===== src/rtl/usb_pkg.sv =====
// Shared types and constants for the USB serial transmit scheduler.
package usb_pkg;

    localparam logic [7:0]  SYNC_BYTE          = 8'h80;
    localparam int unsigned EOP_CYCLES_DEFAULT = 3;

    typedef enum logic [1:0] {
        IDLE,
        SYNC,
        DATA,
        EOP
    } tx_state_t;

endpackage


===== src/rtl/usb_tx_scheduler_rr_arbiter.sv =====
// Round-robin arbiter: one-hot grant to the first requester at or after ptr, wrapping.
module rr_arbiter #(
    parameter  int unsigned NUM_REQ = 2,
    localparam int unsigned PTR_W   = $clog2(NUM_REQ)
) (
    input  logic [NUM_REQ-1:0] req,
    input  logic [PTR_W-1:0]   ptr,
    output logic [NUM_REQ-1:0] grant,
    output logic [PTR_W-1:0]   grant_idx,
    output logic [PTR_W-1:0]   next_ptr
);

    logic [PTR_W-1:0] idx;

    // Scan from the farthest candidate back to ptr so the nearest valid one wins.
    always_comb begin
        grant     = '0;
        grant_idx = '0;
        next_ptr  = ptr;
        idx       = '0;
        for (int i = NUM_REQ - 1; i >= 0; i--) begin
            idx = PTR_W'((int'(ptr) + i) % int'(NUM_REQ));
            if (req[idx]) begin
                grant      = '0;
                grant[idx] = 1'b1;
                grant_idx  = idx;
                next_ptr   = (idx == PTR_W'(NUM_REQ - 1)) ? '0 : idx + PTR_W'(1);
            end
        end
    end

endmodule


===== src/rtl/usb_tx_scheduler.sv =====
// Serial transmit sequencer: arbitrates packet sources, sends SYNC + bytes LSB-first, then EOP.
module usb_tx_scheduler
    import usb_pkg::*;
#(
    parameter  int unsigned NUM_REQ    = 2,
    parameter  int unsigned EOP_CYCLES = usb_pkg::EOP_CYCLES_DEFAULT,
    localparam int unsigned PTR_W      = $clog2(NUM_REQ)
) (
    input  logic                 clock,
    input  logic                 reset,
    input  logic [NUM_REQ-1:0]   req_valid,
    input  logic [NUM_REQ*8-1:0] req_data,
    input  logic [NUM_REQ-1:0]   req_last,
    output logic [NUM_REQ-1:0]   req_ready,
    input  logic                 stuff_stall,
    output logic                 out_bit,
    output logic                 bs_sending,
    output logic                 eop,
    output logic                 busy,
    output logic [PTR_W-1:0]     grant_id,
    output logic                 underrun
);

    localparam int unsigned EOP_W = $clog2(EOP_CYCLES + 1);

    tx_state_t          state;
    logic [7:0]         shift;
    logic [2:0]         bit_cnt;
    logic               last_flag;
    logic [EOP_W-1:0]   eop_cnt;
    logic [PTR_W-1:0]   rr_ptr;

    logic [NUM_REQ-1:0] arb_grant;
    logic [PTR_W-1:0]   arb_idx;
    logic [PTR_W-1:0]   arb_next;

    logic               gnt_valid;
    logic               gnt_last;
    logic [7:0]         gnt_data;
    logic               advance;
    logic               boundary;
    logic               load;
    logic               take;

    rr_arbiter #(
        .NUM_REQ (NUM_REQ)
    ) u_arb (
        .req       (req_valid),
        .ptr       (rr_ptr),
        .grant     (arb_grant),
        .grant_idx (arb_idx),
        .next_ptr  (arb_next)
    );

    always_comb begin
        gnt_valid = 1'b0;
        gnt_last  = 1'b0;
        gnt_data  = '0;
        for (int i = 0; i < NUM_REQ; i++) begin
            if (grant_id == PTR_W'(i)) begin
                gnt_valid = req_valid[i];
                gnt_last  = req_last[i];
                gnt_data  = req_data[i*8 +: 8];
            end
        end
    end

    // A byte boundary is the unstalled final bit of SYNC or of a data byte.
    always_comb begin
        advance  = (state == SYNC || state == DATA) && !stuff_stall;
        boundary = advance && (bit_cnt == 3'd7);
        load     = boundary && (state == SYNC || !last_flag);
        take     = load && gnt_valid;
        underrun = load && !gnt_valid;
        for (int i = 0; i < NUM_REQ; i++) begin
            req_ready[i] = take && (grant_id == PTR_W'(i));
        end
    end

    assign out_bit = shift[0];

    always_ff @(posedge clock) begin
        if (reset) begin
            state      <= IDLE;
            shift      <= '0;
            bit_cnt    <= '0;
            last_flag  <= 1'b0;
            eop_cnt    <= '0;
            rr_ptr     <= '0;
            grant_id   <= '0;
            bs_sending <= 1'b0;
            eop        <= 1'b0;
            busy       <= 1'b0;
        end else begin
            case (state)
                IDLE: begin
                    if (|arb_grant) begin
                        grant_id   <= arb_idx;
                        rr_ptr     <= arb_next;
                        shift      <= SYNC_BYTE;
                        bit_cnt    <= '0;
                        last_flag  <= 1'b0;
                        state      <= SYNC;
                        bs_sending <= 1'b1;
                        busy       <= 1'b1;
                    end
                end
                SYNC, DATA: begin
                    if (advance) begin
                        shift   <= shift >> 1;
                        bit_cnt <= bit_cnt + 3'd1;
                        if (take) begin
                            shift     <= gnt_data;
                            last_flag <= gnt_last;
                            state     <= DATA;
                        end else if (boundary) begin
                            state      <= EOP;
                            bs_sending <= 1'b0;
                            eop        <= 1'b1;
                            eop_cnt    <= '0;
                        end
                    end
                end
                EOP: begin
                    if (eop_cnt == EOP_W'(EOP_CYCLES - 1)) begin
                        state <= IDLE;
                        eop   <= 1'b0;
                        busy  <= 1'b0;
                    end else begin
                        eop_cnt <= eop_cnt + EOP_W'(1);
                    end
                end
                default: state <= IDLE;
            endcase
        end
    end

endmodule


===== config.mk =====
export PLATFORM = sky130hd
export DESIGN_NAME = usb_tx_scheduler
export DESIGN_NICKNAME = d
export VERILOG_FILES = /design/src/rtl/usb_pkg.sv /design/src/rtl/usb_tx_scheduler_rr_arbiter.sv /design/src/rtl/usb_tx_scheduler.sv
export SDC_FILE = /design/constraint.sdc
export NUM_CORES = 1
export LEC_CHECK = 0
export CELL_PAD_IN_SITES_DETAIL_PLACEMENT = 1
export CELL_PAD_IN_SITES_GLOBAL_PLACEMENT = 2
export CORE_UTILIZATION = 26
export DETAILED_ROUTE_END_ITERATION = 16
export GPL_ROUTABILITY_DRIVEN = 1
export PLACE_DENSITY = 0.86
export SLEW_MARGIN = 10
export SYNTH_ARGS = -nofsm -noshare
export SYNTH_HDL_FRONTEND = slang
export SYNTH_SLANG_ARGS = --single-unit

===== constraint.sdc =====
create_clock -name clock -period 1.7 [get_ports clock]
set_input_delay 0.34 -clock clock [delete_from_list [all_inputs] [get_ports clock]]
set_output_delay 0.34 -clock clock [all_outputs]
set_load 0.03 [all_outputs]

# --- Word-level counts from Yosys, hierarchy flattened ---
# Cells that the tools add are included.
totals:
  output_inout_bits: 8
  wordCells: 115
  in_bits: 23
  register_bits: 21
classes:
  mux: 52
  n_reduce_logical: 30
  n_bitwise: 1
  addsub: 5
  magnitude_cmp: 4
  eq_ne: 13
op_table:
  columns: ["op", "n"]
  rows:
  - ["$mux 8", 4]
  - ["$mux 1", 25]
  - ["$mux 2", 11]
  - ["$pmux 8 s2", 1]
  - ["$reduce_and 5->1", 3]
  - ["$ne 2x2->1 const B", 7]
  - ["$logic_and 1x1->1", 9]
  - ["$reduce_and 3->1", 3]
  - ["$pmux 1 s2", 4]
  - ["$reduce_and 4->1", 2]
  - ["$reduce_bool 2->1", 4]
  - ["$eq 2x2->1 const B", 3]
  - ["$mux 3", 2]
  - ["$pmux 2 s3", 1]
  - ["$pmux 3 s2", 1]
  - ["$lt 1x2->1 const B", 2]
  - ["$pmux 2 s2", 1]
  - ["$reduce_or 2->1", 2]
  - ["$add 1x1->1 const B", 3]
  - ["$add 3x1->3 const B", 1]
  - ["$eq 3x3->1 const B", 1]
  - ["$logic_not 1->1", 3]
  - ["$ne 3x3->1 const B", 1]
  - ["$add 2x1->2 const B", 1]
  - ["7 further kinds", 10]

# --- Logic depth before layout (Yosys ltp) ---
# Gate-level depths: netlist (run 1).
logic_depth:
  ltp_word: 10
  depth_mapped: 8
  depth_no_buf: 6

# --- By module ---
# Synthesis (run 1) repeated with hierarchy kept, for this count alone.
unflattened:
  hier_cells: 160
  hier_area_um2: 1393.8
by_module_without_submodules:
  columns: ["module", "n_inst", "cells_each", "seq_area_each_um2", "area_per_inst_um2"]
  rows:
  - ["usb_tx_scheduler", 1, 154, 420.4, 1357.6]
  - ["rr_arbiter", 1, 6, 0.0, 36.3]

# --- Worst setup path before layout (run 1) ---
# No wires, ideal clock.
synth_timing:
  kind: "flip-flop to output port"
  start: "reg state[0]"
  end: "out underrun"
  stages_incl_launch_ff: 6
  path_slack_ps: -438
  n_path_buf: 1
  required_ps: 1360
  arrival_time_ps: 1798
  cell_sequence: "dfxtp_1 > inv_1 > ha_1 > buf_2 > nand3b_1 > nor3_1"
synth_via:
  elab_chain_len: 6
  elab_cells_between_ends: 8
  cone_classes: "eq/ne (2); reduce/logical (6)"
synth_lines:
  columns: ["element", "line_no", "text"]
  rows:
  - ["start: declaration", "usb_tx_scheduler.sv:26", "tx_state_t state;"]
  - ["start signal: assignment", "usb_tx_scheduler.sv:84", "state <= IDLE;"]
  - ["start signal: assignment", "usb_tx_scheduler.sv:103", "state <= SYNC;"]
  - ["start signal: assignment", "usb_tx_scheduler.sv:115", "state <= DATA;"]
  - ["$eq 2x1->1 or $eq 2x2->1 (tied branches)", "usb_tx_scheduler.sv:70, usb_tx_scheduler.sv:72", null]
  - ["$logic_or 1x1->1", "usb_tx_scheduler.sv:70", "advance = (state == SYNC || state == DATA) && !stuff_stall;"]
  - ["$logic_and 1x1->1", "usb_tx_scheduler.sv:70", null]
  - ["$logic_and 1x1->1", "usb_tx_scheduler.sv:71", "boundary = advance && (bit_cnt == 3'd7);"]
  - ["$logic_and 1x1->1 (*)", "usb_tx_scheduler.sv:72", "load = boundary && (state == SYNC || !last_flag);"]
  - ["$logic_and 1x1->1 (*)", "usb_tx_scheduler.sv:74", "underrun = load && !gnt_valid;"]
  - ["end: declaration", "usb_tx_scheduler.sv:21", "output logic underrun"]
# Mark *: on every way between the ends. The rest lies on a longest branch, timed or not.

# --- Worst setup path after layout (run 1) ---
layout_timing:
  start: "reg state[1]"
  end: "out req_ready[1]"
layout_via:
  elab_chain_len: 7
  elab_cells_between_ends: 9
  cone_classes: "eq/ne (2); reduce/logical (7)"
layout_lines:
  columns: ["element", "line_no", "text"]
  rows:
  - ["$eq 2x1->1 or $eq 2x2->1 (tied branches)", "usb_tx_scheduler.sv:70, usb_tx_scheduler.sv:72", null]
  - ["$logic_or 1x1->1", "usb_tx_scheduler.sv:70", null]
  - ["$logic_and 1x1->1", "usb_tx_scheduler.sv:70", null]
  - ["$logic_and 1x1->1", "usb_tx_scheduler.sv:71", null]
  - ["$logic_and 1x1->1 (*)", "usb_tx_scheduler.sv:72", null]
  - ["$logic_and 1x1->1 (*)", "usb_tx_scheduler.sv:73", "take = load && gnt_valid;"]
  - ["$logic_and 1x1->1 (*)", "usb_tx_scheduler.sv:76", "req_ready[i] = take && (grant_id == PTR_W'(i));"]
  - ["end: declaration", "usb_tx_scheduler.sv:14", "output logic [NUM_REQ-1:0] req_ready,"]
# Marks and branches as above.

==> metrics.txt, run 1 <==
multiplexer share of the synthesized area 2.422%; DRT Wirelength 4963 um; critical path's slowest cell dfxtp_2; Starting Density 27.16%; Top FF cell, synth dfxtp_1; Die Height 72.47 um; first-pass GRT wire length 7307 um; CTS tree yes; largest net degree at the start of global routing 13; HP Class flop to flop; ANT nets after route 0; IO Pins 31; slew margin rel. 62.08%; outcome finished, violations left; largest delay contributor family on the critical path simple AND/OR/NAND/NOR gates; DR WL/cell 17.98 um; syn_nets 175; clock slew at reported path FFs 0.09 ns; Post-DP Area 1837 um^2; Final Slew Violations 0; maxcap violations 0; final instance area 2113 um^2; Buffers & Inverters on Critical Path 3; maximum buffer depth of the clock tree 2; adder-cell area share of the yosys netlist 5.814%; Yosys cell types 42; cell mode on critical path buf_6; worst hold slack 0.4728 ns; root buffer cell clkbuf_8; Fin. Hold Viols 0; RSZ-0062 raised after global routing yes; drt via density 5.341; routability cong. 0.7773; area leader, netlist dfxtp_1; crit path max fanout 4; Synthesis Warnings 0; Synth Cell Area 1291 um^2; Final min period 1.930 ns; P&R area growth vs syn 63.66%; syn avg cell area 8.844 um^2; Fin Clk Skew 0.002402 ns; Post-Synth Simple-Gate Area 24.71%; top-area cell type share of the netlist area 32.56%; worst vdd ir 311.8 uV; share of layout cells above drive strength 1 37.80%; Max H-tree Level 1; fmax 518.1 MHz; number of synthesized register bits 21; Critical Path AT 1.59 ns; # setup viols final 15; core area 4755 um^2; Clk Latency, worst-skew pair 0.28 ns; CP peak stage delay 0.34 ns; Least-Margin Pin Slew 0.5682 ns; number of buffers added on ports 30; clock buffer count from CTS 3; cts hold-fix bufs 0; setup ws final -0.2300 ns; Pleak 0.0008394 uW; xor/xnor share of the synthesized area 0%; Detailed Place HPWL 3184 um; crit end category output pin; DR iter-0 viols 152; sequential share of the synthesized area 32.56%; combinational family with the most area after synthesis compound AO/OA/AOI/OAI gates; die area 5252 um^2; vias in the first global route 1550; Cell Rows 25; failing checks setup timing; gr ovfl total 0; number of flops mapped to enable cells by yosys 0; Vias 1474; Post-synth ARST share 0%; DRC 0; # clock sinks 21; Critical Path Start Type flop; part of the cycle the worst path needs 113.5%; initial antenna violation count 0; final cell count without fillers 276; Post-Syn Instances 146; Power Total 1460 uW; Total GRT Usage 17.98%; Compound-Gate Fraction of Synth Area 28.00%; Antenna Cells 0; Layout Nets 239; Die X 72.47 um; Crit path required time 1.36 ns; crit path cell chain inv_2, ha_4, buf_6, and3b_2, and3_4, buf_6; R2R Setup Slk -0.17 ns; Area contributors post-synth dfxtp_1, a21oi_1, ha_1; Detailed Routing Iterations Pass 1 5; kind of critical path flop to output pin; pwr/cell area 690.6 nW/um^2; Post-Place Cells 259; Fillers 572
[placed cells by master, fill, tap and decap left out, types with 3 or more instances in the layout]
cell type        instances
a21oi_1                 15
a222oi_1                 7
a22o_1                   7
buf_4                   25
buf_6                   15
clkbuf_8                 3
clkdlybuf4s50_1         20
dfxtp_1                 18
dfxtp_2                  3
dlygate4sd2_1            4
dlymetal6s2s_1           3
ha_1                     5
inv_1                    6
nand2_1                  7
nor2_1                   9
nor2b_2                  3
nor3_2                   6
o21ai_0                  3
or3_1                    3
[cell families (layout without fill, tap and decap cells)]
| logic type | Yosys count | in the layout |
|---|---|---|
| AO/OA/AOI/OAI | 47 | 48 |
| buffers and inverters | 17 | 79 |
| adder cells (fa/ha/maj) | 6 | 6 |
| multiplexers | 3 | 3 |
| flip-flops | 21 | 21 |
| AND/OR/NAND/NOR | 52 | 52 |
[synth_stat cells, types with 2 or more instances]
master / number
a21oi_1: 15
a222oi_1: 7
a22o_1: 7
a22oi_1: 2
and3_1: 2
buf_2: 2
buf_6: 2
clkbuf_1: 3
clkbuf_2: 2
dfxtp_1: 21
ha_1: 6
inv_1: 8
mux2i_1: 2
nand2_1: 8
nand2b_1: 3
nand3_1: 2
nand3b_1: 2
nand4b_1: 2
nor2_1: 9
nor2_2: 2
nor2b_1: 5
nor3_1: 3
nor3_2: 6
o211ai_1: 2
o21ai_0: 3
o311ai_0: 2
or3_1: 3
[repair_timing]
item	CTS	global route
pin swaps	6	15
cloned	0	1
setup endpoints to repair	18	23
resized for setup	27	13
setup buffers	10	2
[metal layers]
metal | track usage (%) | wire length (um)
met1 | 20.61 | 1959
met2 | 33.33 | 2694
met3 | 1.667 | 173
met4 | 8.497 | 135
met5 | 0 | 0
[registers in the layout, summed over array words and instances (netlist names)]
| signal | flops |
|---|---|
| bit_cnt | 3 |
| shift | 8 |
| bs_sending | 1 |
| state | 2 |
| eop | 1 |
| grant_id | 1 |
| last_flag | 1 |
| busy | 1 |
| eop_cnt | 2 |
| rr_ptr | 1 |
[power breakdown]
group | total, uW | switching (uW) | internal, uW
registers | 537 | 20.1 | 516
clock network | 363 | 198 | 165
logic | 560 | 272 | 288
total | 1460 | 490 | 969
[worst register-to-register path, stage by stage (launching register included)]
cell      delay [ns]
dfxtp_2         0.35
inv_2           0.05
ha_4            0.23
buf_6           0.12
buf_4           0.16
nand2_4         0.10
o211ai_4        0.12
buf_6           0.15
a222oi_1        0.42
nor3_2          0.07
[final cells by class]
| class | count | area (um^2) | area share [%] |
|---|---|---|---|
| Clock buffer | 3 | 41.29 | 1.954 |
| Multi-Input combinational cell | 109 | 899.6 | 42.57 |
| Tap cell | 67 | 83.83 | 3.967 |
| Sequential cell | 21 | 424.2 | 20.07 |
| Timing Repair Buffer | 67 | 629.4 | 29.78 |
| Clock inverter | 1 | 5.005 | 0.2368 |
| Inverter | 8 | 30.03 | 1.421 |
[worst paths after layout]
check,startpoint,depth (start not counted),end
max,state[1],6,req_ready[1]
min,busy,2,busy
max reg2reg,state[0],9,shift[2]
min reg2reg,busy,2,busy
[per-stage QoR]
stage / setup WS (ns) / utilization [%] / setup TNS (ns)
final: -0.2300 / 44.45 / -1.689
after global routing: -0.2673 / 44.45 / -2.878
after CTS: -0.1872 / 42.89 / -1.203
after detailed placement: -0.7608 / 38.63 / -10.64
after global placement: -0.5685 / 38.63 / -8.218
after floorplan: 0.0003805 / - / 0
Note: power is estimated with default switching activity, not from simulation.
==> inputs of run 2 (changes only) <==
--- a/config.mk
+++ b/config.mk
@@ -8,6 +8,7 @@
 export CELL_PAD_IN_SITES_DETAIL_PLACEMENT = 1
 export CELL_PAD_IN_SITES_GLOBAL_PLACEMENT = 2
 export CORE_UTILIZATION = 26
+export CTS_CLUSTER_DIAMETER = 120
 export DETAILED_ROUTE_END_ITERATION = 16
 export GPL_ROUTABILITY_DRIVEN = 1
 export PLACE_DENSITY = 0.86
==> results of run 2 <==
No change in the layout: final DEF, timing and power equal those of run 1.
